$ cat config.mk
export PLATFORM = sky130hd
export DESIGN_NAME = multi_tick_timer_flat
export DESIGN_NICKNAME = d
export VERILOG_FILES = /design/src/rtl/multi_tick_timer_if.sv /design/src/rtl/multi_tick_timer.sv /design/src/flat_wrapper.sv
export SDC_FILE = /design/constraint.sdc
export NUM_CORES = 1
export LEC_CHECK = 0
export CAP_MARGIN = 10
export CORE_MARGIN = 2
export CORE_UTILIZATION = 41
export DETAILED_ROUTE_END_ITERATION = 16
export PLACE_DENSITY = 0.62
export SYNTH_ARGS = -nofsm -noshare
export SYNTH_HDL_FRONTEND = slang
export SYNTH_SLANG_ARGS = --single-unit
$ cat constraint.sdc
create_clock -name clock -period 3.9 [get_ports clock]
set_input_delay 0.78 -clock clock [delete_from_list [all_inputs] [get_ports clock]]
set_output_delay 0.78 -clock clock [all_outputs]
set_load 0.05 [all_outputs]
$ cat src/rtl/multi_tick_timer_if.sv
// Control and tick bus for multi_tick_timer: run/channel configuration in, tick pulses and busy flags out.
// All outputs are registered single-cycle pulses (base_tick, ch_tick) or levels (ch_busy); no handshake back-pressure.
interface multi_tick_timer_if #(
  parameter int NUM_CH = 4,
  parameter int CNT_W  = 16
);
  logic                    enable;
  logic [NUM_CH-1:0]       ch_en;
  logic [NUM_CH-1:0]       ch_mode;
  logic [NUM_CH-1:0]       ch_start;
  logic [NUM_CH*CNT_W-1:0] ch_period;
  logic                    base_tick;
  logic [NUM_CH-1:0]       ch_tick;
  logic [NUM_CH-1:0]       ch_busy;

  modport master (
    output enable, ch_en, ch_mode, ch_start, ch_period,
    input  base_tick, ch_tick, ch_busy
  );

  modport slave (
    input  enable, ch_en, ch_mode, ch_start, ch_period,
    output base_tick, ch_tick, ch_busy
  );
endinterface

$ cat src/rtl/multi_tick_timer.sv
// Shared prescaler producing a base tick, plus NUM_CH channels dividing it by a
// programmable period in periodic or one-shot mode.
module multi_tick_timer #(
  parameter int PRESCALE = 25000,
  parameter int PRE_W    = 15,
  parameter int NUM_CH   = 4,
  parameter int CNT_W    = 16,
  parameter int RST_SYNC = 2
) (
  input  logic clock,
  input  logic reset,
  multi_tick_timer_if.slave bus
);

  localparam logic [PRE_W-1:0] PRE_LAST = PRE_W'(PRESCALE - 1);
  localparam logic [CNT_W-1:0] CNT_ONE  = CNT_W'(1);

  logic [RST_SYNC-1:0] r_rst_chain;
  logic [PRE_W-1:0]    r_pre;
  logic                r_base_tick;
  logic                w_run;
  logic                w_pw;
  logic [NUM_CH-1:0]   w_tick;
  logic [NUM_CH-1:0]   w_armed;

  // Nothing counts until the release chain has filled with ones.
  always_ff @(posedge clock or negedge reset) begin
    if (!reset) r_rst_chain <= '0;
    else        r_rst_chain <= (r_rst_chain << 1) | RST_SYNC'(1);
  end

  assign w_run = r_rst_chain[RST_SYNC-1] & bus.enable;
  assign w_pw  = w_run & (r_pre == PRE_LAST);

  always_ff @(posedge clock or negedge reset) begin
    if (!reset) begin
      r_pre       <= '0;
      r_base_tick <= 1'b0;
    end else begin
      r_base_tick <= w_pw;
      if (w_run) r_pre <= w_pw ? '0 : r_pre + 1'b1;
    end
  end

  for (genvar g = 0; g < NUM_CH; g++) begin : g_ch
    logic [CNT_W-1:0] w_period;
    logic             w_active;
    logic             w_expire;
    logic [CNT_W-1:0] r_cnt;
    logic             r_armed;
    logic             r_tick;

    assign w_period = bus.ch_period[g*CNT_W +: CNT_W];
    assign w_active = bus.ch_en[g] & (w_period != '0);
    // >= rather than == so a period lowered below the running count fires promptly.
    assign w_expire = (r_cnt >= (w_period - CNT_ONE));

    always_ff @(posedge clock or negedge reset) begin
      if (!reset) begin
        r_cnt   <= '0;
        r_armed <= 1'b0;
        r_tick  <= 1'b0;
      end else begin
        r_tick <= 1'b0;
        if (!w_active) begin
          r_cnt   <= '0;
          r_armed <= 1'b0;
        end else if (w_run) begin
          if (bus.ch_start[g]) begin
            // Start beats a coincident expiry: restart the count, stay armed.
            r_cnt   <= '0;
            r_armed <= bus.ch_mode[g];
          end else if (!bus.ch_mode[g]) begin
            r_armed <= 1'b0;
            if (w_pw) begin
              if (w_expire) begin
                r_cnt  <= '0;
                r_tick <= 1'b1;
              end else begin
                r_cnt <= r_cnt + 1'b1;
              end
            end
          end else if (r_armed && w_pw) begin
            if (w_expire) begin
              r_cnt   <= '0;
              r_tick  <= 1'b1;
              r_armed <= 1'b0;
            end else begin
              r_cnt <= r_cnt + 1'b1;
            end
          end
        end
      end
    end

    assign w_tick[g]  = r_tick;
    assign w_armed[g] = r_armed;
  end

  assign bus.base_tick = r_base_tick;
  assign bus.ch_tick   = w_tick;
  assign bus.ch_busy   = w_armed;

endmodule

$ cat src/flat_wrapper.sv
// flat-port wrapper written by rule: the top's interface ports become plain ports
module multi_tick_timer_flat 
#(
  parameter int PRESCALE = 25000,
  parameter int PRE_W    = 15,
  parameter int NUM_CH   = 4,
  parameter int CNT_W    = 16,
  parameter int RST_SYNC = 2
)
  (clock, reset, bus_enable, bus_ch_en, bus_ch_mode, bus_ch_start, bus_ch_period, bus_base_tick, bus_ch_tick, bus_ch_busy);
  multi_tick_timer_if #(.NUM_CH(NUM_CH), .CNT_W(CNT_W)) bus_i ();
  input  logic clock;
  input  logic reset;
  input wire logic [$bits(bus_i.enable)-1:0] bus_enable;
  input wire logic [$bits(bus_i.ch_en)-1:0] bus_ch_en;
  input wire logic [$bits(bus_i.ch_mode)-1:0] bus_ch_mode;
  input wire logic [$bits(bus_i.ch_start)-1:0] bus_ch_start;
  input wire logic [$bits(bus_i.ch_period)-1:0] bus_ch_period;
  output wire logic [$bits(bus_i.base_tick)-1:0] bus_base_tick;
  output wire logic [$bits(bus_i.ch_tick)-1:0] bus_ch_tick;
  output wire logic [$bits(bus_i.ch_busy)-1:0] bus_ch_busy;
  assign bus_i.enable = bus_enable;
  assign bus_i.ch_en = bus_ch_en;
  assign bus_i.ch_mode = bus_ch_mode;
  assign bus_i.ch_start = bus_ch_start;
  assign bus_i.ch_period = bus_ch_period;
  assign bus_base_tick = bus_i.base_tick;
  assign bus_ch_tick = bus_i.ch_tick;
  assign bus_ch_busy = bus_i.ch_busy;
  multi_tick_timer #(.PRESCALE(PRESCALE), .PRE_W(PRE_W), .NUM_CH(NUM_CH), .CNT_W(CNT_W), .RST_SYNC(RST_SYNC)) u_core (.clock(clock), .reset(reset), .bus(bus_i));
endmodule
---- Yosys cells after proc, flatten, opt, wreduce, memory -nomap -nowiden ----
Index checks and enable logic that the tools add are counted.
storage, ports and cells
  register bits ........................... 90
  bits of input ports ..................... 79
  output and inout port bits .............. 9
  word-level logic and storage cells ...... 148
operators by class
  $add $sub $neg .......................... 9
  order comparisons ....................... 4
  eq/ne operators ......................... 17
  mux-type cells .......................... 81
  bitwise logic cells ..................... 6
  reduce and logical (&&, ||, !) cells .... 16
operator list
  operator               number
  $mux 16                28
  $add 16x1->16 const B  4
  $ge 16x16->1           4
  $reduce_bool 16->1     4
  $sub 16x1->16 const B  4
  $mux 1                 52
  $ne 4x4->1 const B     8
  $reduce_and 3->1       8
  $ne 4x3->1 const B     4
  $add 15x1->15 const B  1
  $eq 15x15->1 const B   1
  $mux 15                1
  $ne 2x1->1 const B     4
  $and 1x1->1            6
  $logic_and 1x1->1      4

---- Longest topological paths before layout ----
Gate-level depths: netlist (run 1).
  word-level depth ........................ 8
  gate-level depth with buffers ........... 14
  depth with buffers taken out ............ 13

---- Least setup slack after synthesis (run 1) ----
OpenSTA, ideal clock, no wires.
  kind .................................... input-to-reg
  from .................................... input port bus_ch_period[3]
  to ...................................... register u_core.g_ch[0].r_cnt[13]
  setup time .............................. 0.069 ns
  data arrival time ....................... 4.388 ns
  data required time ...................... 3.831 ns
  path slack .............................. -0.557 ns
  stages .................................. 14
  buffers on the path ..................... 1
  cells stage by stage .................... or3_1 -> or4_1 -> nor4_1 -> nand2b_1 -> nor2_1 -> xnor2_1 -> ha_1 -> and2_1 -> a221o_1 -> a211o_1 -> or4_1 -> buf_2 -> or4_1 -> nand3_1
on the way
  cells in the longest elaborated chain, start to end .. 8
  elaborated cells on any way between the ends .. 15
  classes of those cells .................. add/sub: 1; order compare: 1; eq/ne: 3; mux: 7; bitwise: 1; reduce/logical: 2
RTL lines
  element                     RTL line                                        text
  start: declaration          flat_wrapper.sv:18                              input wire logic [$bits(bus_i.ch_period)-1:0] bus_ch_period;
  $sub 16x1->16               multi_tick_timer.sv:56                          assign w_expire = (r_cnt >= (w_period - CNT_ONE));
  $ge 16x16->1                multi_tick_timer.sv:56
  $mux 16                     multi_tick_timer.sv:76, multi_tick_timer.sv:84
  $mux 16 (on tied branches)  multi_tick_timer.sv:75, multi_tick_timer.sv:83
  $mux 16                     multi_tick_timer.sv:73                          end else if (!bus.ch_mode[g]) begin
  $mux 16                     multi_tick_timer.sv:69                          if (bus.ch_start[g]) begin
  $mux 16                     multi_tick_timer.sv:68                          end else if (w_run) begin
  $mux 16                     multi_tick_timer.sv:65                          if (!w_active) begin
  end signal: assignment      multi_tick_timer.sv:80                          r_cnt <= r_cnt + 1'b1;
  end signal: assignment      multi_tick_timer.sv:89                          r_cnt <= r_cnt + 1'b1;
  end: declaration            multi_tick_timer.sv:49                          logic [CNT_W-1:0] r_cnt;
Parallel ways exist; a longest one is shown, timed or not. The select of a mux whose other input is x is not followed.
A chain may end at the register's enable or synchronous reset.

---- Worst setup path in the final report (run 1) ----
  from .................................... input port bus_ch_period[3]
  to ...................................... register u_core.g_ch[0].r_cnt[5]
Same word-level chain as after synthesis.

==> results of run 1 <==
[worst max-delay path by stage]
stage / from / slack (ns) / endpoint
6_report: bus_ch_period[3] / -0.31 / u_core.g_ch[0].r_cnt[5]$_DFFE_PN0P_
5_1_grt: bus_ch_period[3] / -0.43 / u_core.g_ch[0].r_cnt[5]$_DFFE_PN0P_
4_1_cts: bus_ch_period[3] / -0.29 / u_core.g_ch[0].r_cnt[13]$_DFFE_PN0P_
3_5_place_dp: bus_ch_period[2] / -1.14 / u_core.g_ch[0].r_cnt[13]$_DFFE_PN0P_
3_3_place_gp: bus_ch_period[2] / -1.07 / u_core.g_ch[0].r_cnt[13]$_DFFE_PN0P_
2_1_floorplan: bus_ch_period[2] / -0.45 / u_core.g_ch[0].r_cnt[13]$_DFFE_PN0P_
[layer usage]
layer | part of all wire [%] | GRT usage (%) | vias up
li1 | - | - | 3606
met1 | 47 | 27.5 | 3359
met2 | 48 | 35.2 | 143
met3 | 3.5 | 2.49 | 18
met4 | 1.1 | 5.27 | 0
met5 | 0 | 0 | -
[report_power, final]
group          internal (µW)  switching, µW  leakage (µW)
sequential               963           37.2       0.00124
combinational            243            217       0.00308
clock                    566            382      0.000149
total                   1770            636       0.00447
[through the flow]
stage,cells,hold slack [ns]
floorplan,855,0.331
global placement,1260,0.333
detailed placement,1260,0.341
CTS,1288,0.356
global route,1295,0.365
finish,1295,0.356
[registers in the layout, indices dropped and copies added (netlist names)]
signal and flops:
u_core.g_ch.r_tick 4, u_core.bus.base_tick 1, u_core.r_pre 15, u_core.g_ch.r_cnt 64, u_core.r_rst_chain 2, u_core.g_ch.r_armed 4
[cell usage in the layout (no fill, tap or decap), types with 8 or more instances in the layout]
| cell type | count |
|---|---|
| or4_4 | 10 |
| xnor2_1 | 42 |
| a22o_1 | 32 |
| buf_6 | 13 |
| nand2_1 | 83 |
| nor2b_1 | 19 |
| and3_1 | 18 |
| nor3_1 | 38 |
| clkbuf_16 | 9 |
| o31ai_1 | 14 |
| inv_1 | 23 |
| o21ai_0 | 31 |
| dfrtp_1 | 90 |
| a21oi_1 | 18 |
| or3_1 | 13 |
| clkdlybuf4s50_1 | 68 |
| nor2_1 | 64 |
| and4_1 | 8 |
| buf_4 | 125 |
| nand2b_1 | 10 |
| o21ai_1 | 10 |
| ha_1 | 72 |
| nand3_1 | 46 |
| nor4_1 | 16 |
| xor2_1 | 22 |
| dlymetal6s2s_1 | 8 |
| nand4_1 | 22 |
[logic make-up after synthesis]
group | share of synthesized area, %
multiplexers | 0.578
AO/OA/AOI/OAI | 15.5
flip-flops | 30.6
other | 0.0510
XOR/XNOR | 7.74
adder cells (fa/ha/maj) | 12.4
buffers and inverters | 3.06
AND/OR/NAND/NOR | 30.0
[area by class of cell]
| class | instances | share of cell area [%] |
|---|---|---|
| flip-flops and latches | 90 | 22.5 |
| well taps | 225 | 2.81 |
| clock inverters | 7 | 0.998 |
| multi-input cells | 719 | 51.5 |
| clock buffers | 9 | 2.25 |
| repair buffers | 220 | 19.1 |
| inverters | 25 | 0.936 |
[what timing repair did]
item	4_1_cts	5_1_grt
setup buffers	8	7
cloned	4	1
resized for setup	64	52
pin swaps	37	30
endpoints found under the setup margin	52	67
==> run_results.csv, run 1 <==
group,metric,value,unit
place,dpl_cell_area,9300,µm²
cells_and_area,final_util,57.6,%
floorplanning,die_y,138,µm
timing,setup_viol,15,
yosys,synthArstFlopShare,100,%
cts,cts_buffer_depth,2,
yosys,ys_seq_elements,90,
setup_path,path_class,"in2reg",
setup_path,startpoint_type,"primary input",
yosys,synthFlopType,"dfrtp_1",
place,gp_congestion,0.833,
setup_path,crit_chain,"buf_6 -> or3_4 -> or4_4 -> nor4_4 -> nand2b_1 -> nor2_2 -> xnor2_2 -> ha_1 -> and2_4 -> a221o_1 -> a211o_1 -> or4_4 -> buf_6 -> or4_4 -> nand2_1",
yosys,synthMostInstantiatedCell,"dfrtp_1",
route,first_pass_iters,4,
min_path,worstHoldPathType,"reg2reg",
timing,min_period_over_period,108,%
cts,cts.root.buffer_cell,"clkbuf_16",
outcome,violations,"negative setup slack",
cells_and_area,diodes,0,
cts,cts_tree,"yes",
min_path,hp-start,"u_core.r_rst_chain[0]$_DFF_PN0_",
setup_path,cp_common_cell,"or4_4",
cells_and_area,multi_input_area,5170,µm²
timing,max_slew_margin,32.4,%
setup_path,timing.rr.end,"u_core.g_ch[0].r_cnt[5]$_DFFE_PN0P_",
power_and_ir_drop,power.density,240,nW/µm²
setup_path,cp_data_required_time,4.17,ns
cells_and_area,seqCellArea,2250,µm²
place,numPortBuffers,87,
yosys,synth-edff-count,0,
cts,cts.sinks,90,
setup_path,crit_family,"simple AND/OR/NAND/NOR gates",
yosys,synthesis.area,7360,µm²
floorplanning,initial_core_util,42.2,%
setup_path,r2r_start,"u_core.g_ch[0].r_cnt[0]$_DFFE_PN0P_",
route,drt_iter0_drc,516,
power_and_ir_drop,total_power,2410,µW
timing,tightest_slew,1.01,ns
yosys,synth.yosys.seq_area_share,30.6,%
floorplanning,die_area,19000,µm²
floorplanning,ios,88,
timing,fmax,238,MHz
route,drcViolationCount,0,
floorplanning,die_w,138,µm
cts,cts_buffers,9,
power_and_ir_drop,ir_drop,0.000198,V
setup_path,worstPathArrival,4.48,ns
power_and_ir_drop,p_leak,0.00447,µW
setup_path,cp.depth,15,
setup_path,cp_slowest_cell,"or4_4",
setup_path,end_kind,"flip-flop",
yosys,yosys_warnings,0,
place,dpl.hpwl,14.2,mm
yosys,syn_inst,855,
min_path,holdPathStages,0,
route,wirelength,19.2,mm
timing,finalWorstSetupSlack,-0.310,ns
job,drv_cap,0,
min_path,whs_endpoint,"u_core.r_rst_chain[1]$_DFF_PN0_",
timing,rsz0062_at_grt,"yes",
grt,antenna_found_initial,0,
timing,setup_tns,-2.37,ns
timing,final-hold-violation-count,0,
floorplanning,core,17400,µm²
grt,grt_pass1_vias,6904,
setup_path,rr_worst_depth,10,
grt,grt_first_pass_wirelength,31.6,mm
floorplanning,row_count,48,
cells_and_area,nFillCells,1645,
route,vias,7126,
cells_and_area,fin_area,10000,µm²
outcome,status,"finished, violations left",
route,ant_nets,0,
grt,grt_max_degree,79,
place,post-place-ws,-1.14,ns
timing,maxSlewViolCount,0,
setup_path,crit_fanout,4,
timing,timing.final.crit_period,4.21,ns
timing,finClkSkew,0.00748,ns
route,viasPerCell,5.50,
cts,ctsHoldBuffers,0,
route,wl_per_cell,14.8,µm
yosys,synth_cell_types,71,
yosys,synth_top_area_share,30.6,%
yosys,synthTopCellsByArea,"dfrtp_1, ha_1, xnor2_1",
yosys,syn_area_per_cell,8.61,µm²
cells_and_area,finalNetCount,1217,
yosys,netlist_top_cells_count,"dfrtp_1, nand2_1, ha_1",
cells_and_area,drive_gt1_share,20.5,%
cts,clk_transition_reported_paths,0.06,ns
grt,grt_overflow,0,
setup_path,cp.buffers_inverters,2,
grt,grt_use_total,20.5,%
cells_and_area,syn2layout_area_growth,36.3,%
setup_path,slowest_delay,0.53,ns
yosys,synth_top_area_cell,"dfrtp_1",
cts,cts_max_level,3,
cts,clk_latency,0.34,ns
yosys,synth_nets,1007,
setup_path,rrSetupSlack,1.11,ns
(Power assumes the default switching activity.)
==> run 2: changes to the inputs <==
--- a/config.mk
+++ b/config.mk
@@ -5,7 +5,6 @@
 export SDC_FILE = /design/constraint.sdc
 export NUM_CORES = 1
 export LEC_CHECK = 0
-export CAP_MARGIN = 10
 export CORE_MARGIN = 2
 export CORE_UTILIZATION = 41
 export DETAILED_ROUTE_END_ITERATION = 16
==> results of run 2 <==
The final DEF is identical to that of run 1; final timing and power are the same.
==> run 3: changes to the inputs <==
--- a/config.mk
+++ b/config.mk
@@ -5,10 +5,12 @@
 export SDC_FILE = /design/constraint.sdc
 export NUM_CORES = 1
 export LEC_CHECK = 0
+export CELL_PAD_IN_SITES_DETAIL_PLACEMENT = 1
+export CELL_PAD_IN_SITES_GLOBAL_PLACEMENT = 1
 export CORE_MARGIN = 2
 export CORE_UTILIZATION = 41
 export DETAILED_ROUTE_END_ITERATION = 16
-export PLACE_DENSITY = 0.62
+export PLACE_DENSITY = 0.78
 export SYNTH_ARGS = -nofsm -noshare
 export SYNTH_HDL_FRONTEND = slang
 export SYNTH_SLANG_ARGS = --single-unit
==> run_results.csv, run 3 (synthesis gave the netlist of run 1 again) <==
group,metric,value,unit
outcome,status,"finished, violations left",
outcome,violations,"negative setup slack",
grt,grt_max_degree,91,
cts,cts_buffer_depth,2,
cts,ctsHoldBuffers,0,
cells_and_area,drive_gt1_share,23.9,%
cells_and_area,fin_area,10400,µm²
setup_path,crit_fanout,4,
cells_and_area,diodes,0,
cells_and_area,largest_reg_flops,64,
power_and_ir_drop,total_power,2560,µW
min_path,hp-start,"u_core.r_rst_chain[0]$_DFF_PN0_",
cts,cts.sinks,90,
job,drv_cap,0,
timing,maxSlewViolCount,0,
floorplanning,row_count,48,
setup_path,r2r_start,"u_core.g_ch[0].r_cnt[6]$_DFFE_PN0P_",
floorplanning,ios,88,
floorplanning,die_w,138,µm
min_path,worstHoldPathType,"reg2reg",
cts,cts.root.buffer_cell,"clkbuf_16",
place,dpl.cell_count,1260,
place,gp_congestion,0.787,
route,drcViolationCount,0,
setup_path,worstPathArrival,4.69,ns
timing,fmax,227,MHz
power_and_ir_drop,power.density,247,nW/µm²
cts,clk_transition_reported_paths,0.07,ns
grt,grt_first_pass_wirelength,37.8,mm
timing,final-hold-violation-count,0,
cts,cts_buffers,9,
route,wirelength,24.5,mm
timing,timing.final.crit_period,4.40,ns
cts,clk_latency,0.35,ns
place,dpl.hpwl,16.7,mm
setup_path,end_kind,"flip-flop",
route,viasPerCell,5.83,
timing,min_period_over_period,113,%
route,first_pass_iters,6,
grt,grt_overflow,0,
floorplanning,initial_core_util,42.2,%
floorplanning,core,17400,µm²
grt,antenna_found_initial,0,
cells_and_area,finalNetCount,1225,
setup_path,cp_data_required_time,4.19,ns
place,dpl_cell_area,9310,µm²
timing,rsz0062_at_grt,"yes",
min_path,holdPathStages,0,
route,wl_per_cell,18.8,µm
timing,finalWorstSetupSlack,-0.502,ns
setup_path,rr_worst_depth,7,
cells_and_area,mostFrequentLayoutCell,"buf_4",
route,vias,7593,
floorplanning,die_y,138,µm
timing,hold_ws,0.353,ns
timing,finClkSkew,0.00892,ns
cells_and_area,syn2layout_area_growth,41.0,%
timing,setup_viol,16,
cells_and_area,reg_top3,"u_core.g_ch.r_cnt (64), u_core.r_pre (15)",
grt,grt_use_total,25.0,%
grt,grt_pass1_vias,7792,
cts,cts_max_level,3,
place,numPortBuffers,87,
timing,tightest_slew,0.576,ns
setup_path,rrSetupSlack,0.97,ns
cells_and_area,final_cell_mix,"buf_4, dfrtp_1, nand2_1, ha_1, clkdlybuf4s50_1",
route,drt_iter0_drc,422,
route,ant_nets,0,
cells_and_area,largest_register,"u_core.g_ch.r_cnt",
power_and_ir_drop,ir_drop,0.000239,V
setup_path,timing.rr.end,"u_core.g_ch[0].r_cnt[13]$_DFFE_PN0P_",
floorplanning,die_area,19000,µm²
setup_path,startpoint_type,"primary input",
min_path,whs_endpoint,"u_core.r_rst_chain[1]$_DFF_PN0_",
cells_and_area,finalNonFillerCells,1303,
power_and_ir_drop,p_leak,0.00461,µW
cts,cts_tree,"yes",
setup_path,path_class,"in2reg",
timing,max_slew_margin,61.1,%
-- run 3: cell types whose count changed in the layout (fill, tap and decap cells not counted), sizes merged --
cell and delta:
buf +8, bufinv +1, clkbuf +4, clkdlybuf4s15 -1, clkdlybuf4s50 -1, clkinvlp -2, dlygate4sd2 -3, dlymetal6s2s +4
inv -2
-- run 3: critical path, stage by stage --
cell and delay (ns):
buf_6 0.10, or3_4 0.38, or4_4 0.54, nor4_4 0.19
nand2b_1 0.14, nor2_1 0.13, xnor2_1 0.14, ha_1 0.28
and2_4 0.17, a221o_1 0.33, a211o_1 0.33, or4_4 0.57
or4_1 0.49, nand3_1 0.10
-- run 3: through the flow --
step | utilization (%) | setup slack (ns) | setup TNS [ns]
after detailed placement | 53.5 | -1.22 | -45.17
after floorplan | - | -0.449 | -6.20
after global placement | 53.5 | -1.04 | -38.01
after CTS | 57.1 | -0.418 | -4.60
after global routing | 59.6 | -0.564 | -7.03
final | 59.6 | -0.502 | -5.58
-- run 3: cell type report --
class / count / area, µm²
clock buffer: 12 / 256
timing repair buffer: 228 / 2010
inverter: 25 / 93.8
multi-input combinational: 719 / 5380
clock inverter: 4 / 97.6
tap: 225 / 282
fill: 1978 / 7040
sequential: 90 / 2250
-- run 3: timing repair --
action / 4_1_cts / 5_1_grt
setup buffers: 11 / 10
gates resized for setup: 89 / 81
pin swaps: 48 / 32
endpoints found under the setup margin: 54 / 71
cloned: 3 / 3
-- run 3: power by group --
part / internal (µW) / switching, µW
logic: 254 / 250
registers: 963 / 41.6
clock network: 662 / 389
total: 1880 / 681
-- run 3: how the worst max path moves through the flow --
stage	slack, ns	to	startpoint	cells after the start
after detailed placement	-1.22	u_core.g_ch[0].r_cnt[13]$_DFFE_PN0P_	bus_ch_period[2]	14
after global placement	-1.04	u_core.g_ch[0].r_cnt[13]$_DFFE_PN0P_	bus_ch_period[2]	14
after floorplan	-0.45	u_core.g_ch[0].r_cnt[13]$_DFFE_PN0P_	bus_ch_period[2]	14
after CTS	-0.42	u_core.g_ch[0].r_cnt[7]$_DFFE_PN0P_	bus_ch_period[3]	15
after global routing	-0.56	u_core.g_ch[0].r_cnt[13]$_DFFE_PN0P_	bus_ch_period[3]	14
final	-0.50	u_core.g_ch[0].r_cnt[13]$_DFFE_PN0P_	bus_ch_period[3]	14
-- run 3: metal layers --
layer | track usage (%) | up-vias | routed length, µm
met5 | 0 | - | 0
met4 | 7.26 | 0 | 586
met3 | 3.40 | 57 | 748
met2 | 45.4 | 172 | 12800
met1 | 30.9 | 3728 | 10400
li1 | - | 3636 | -
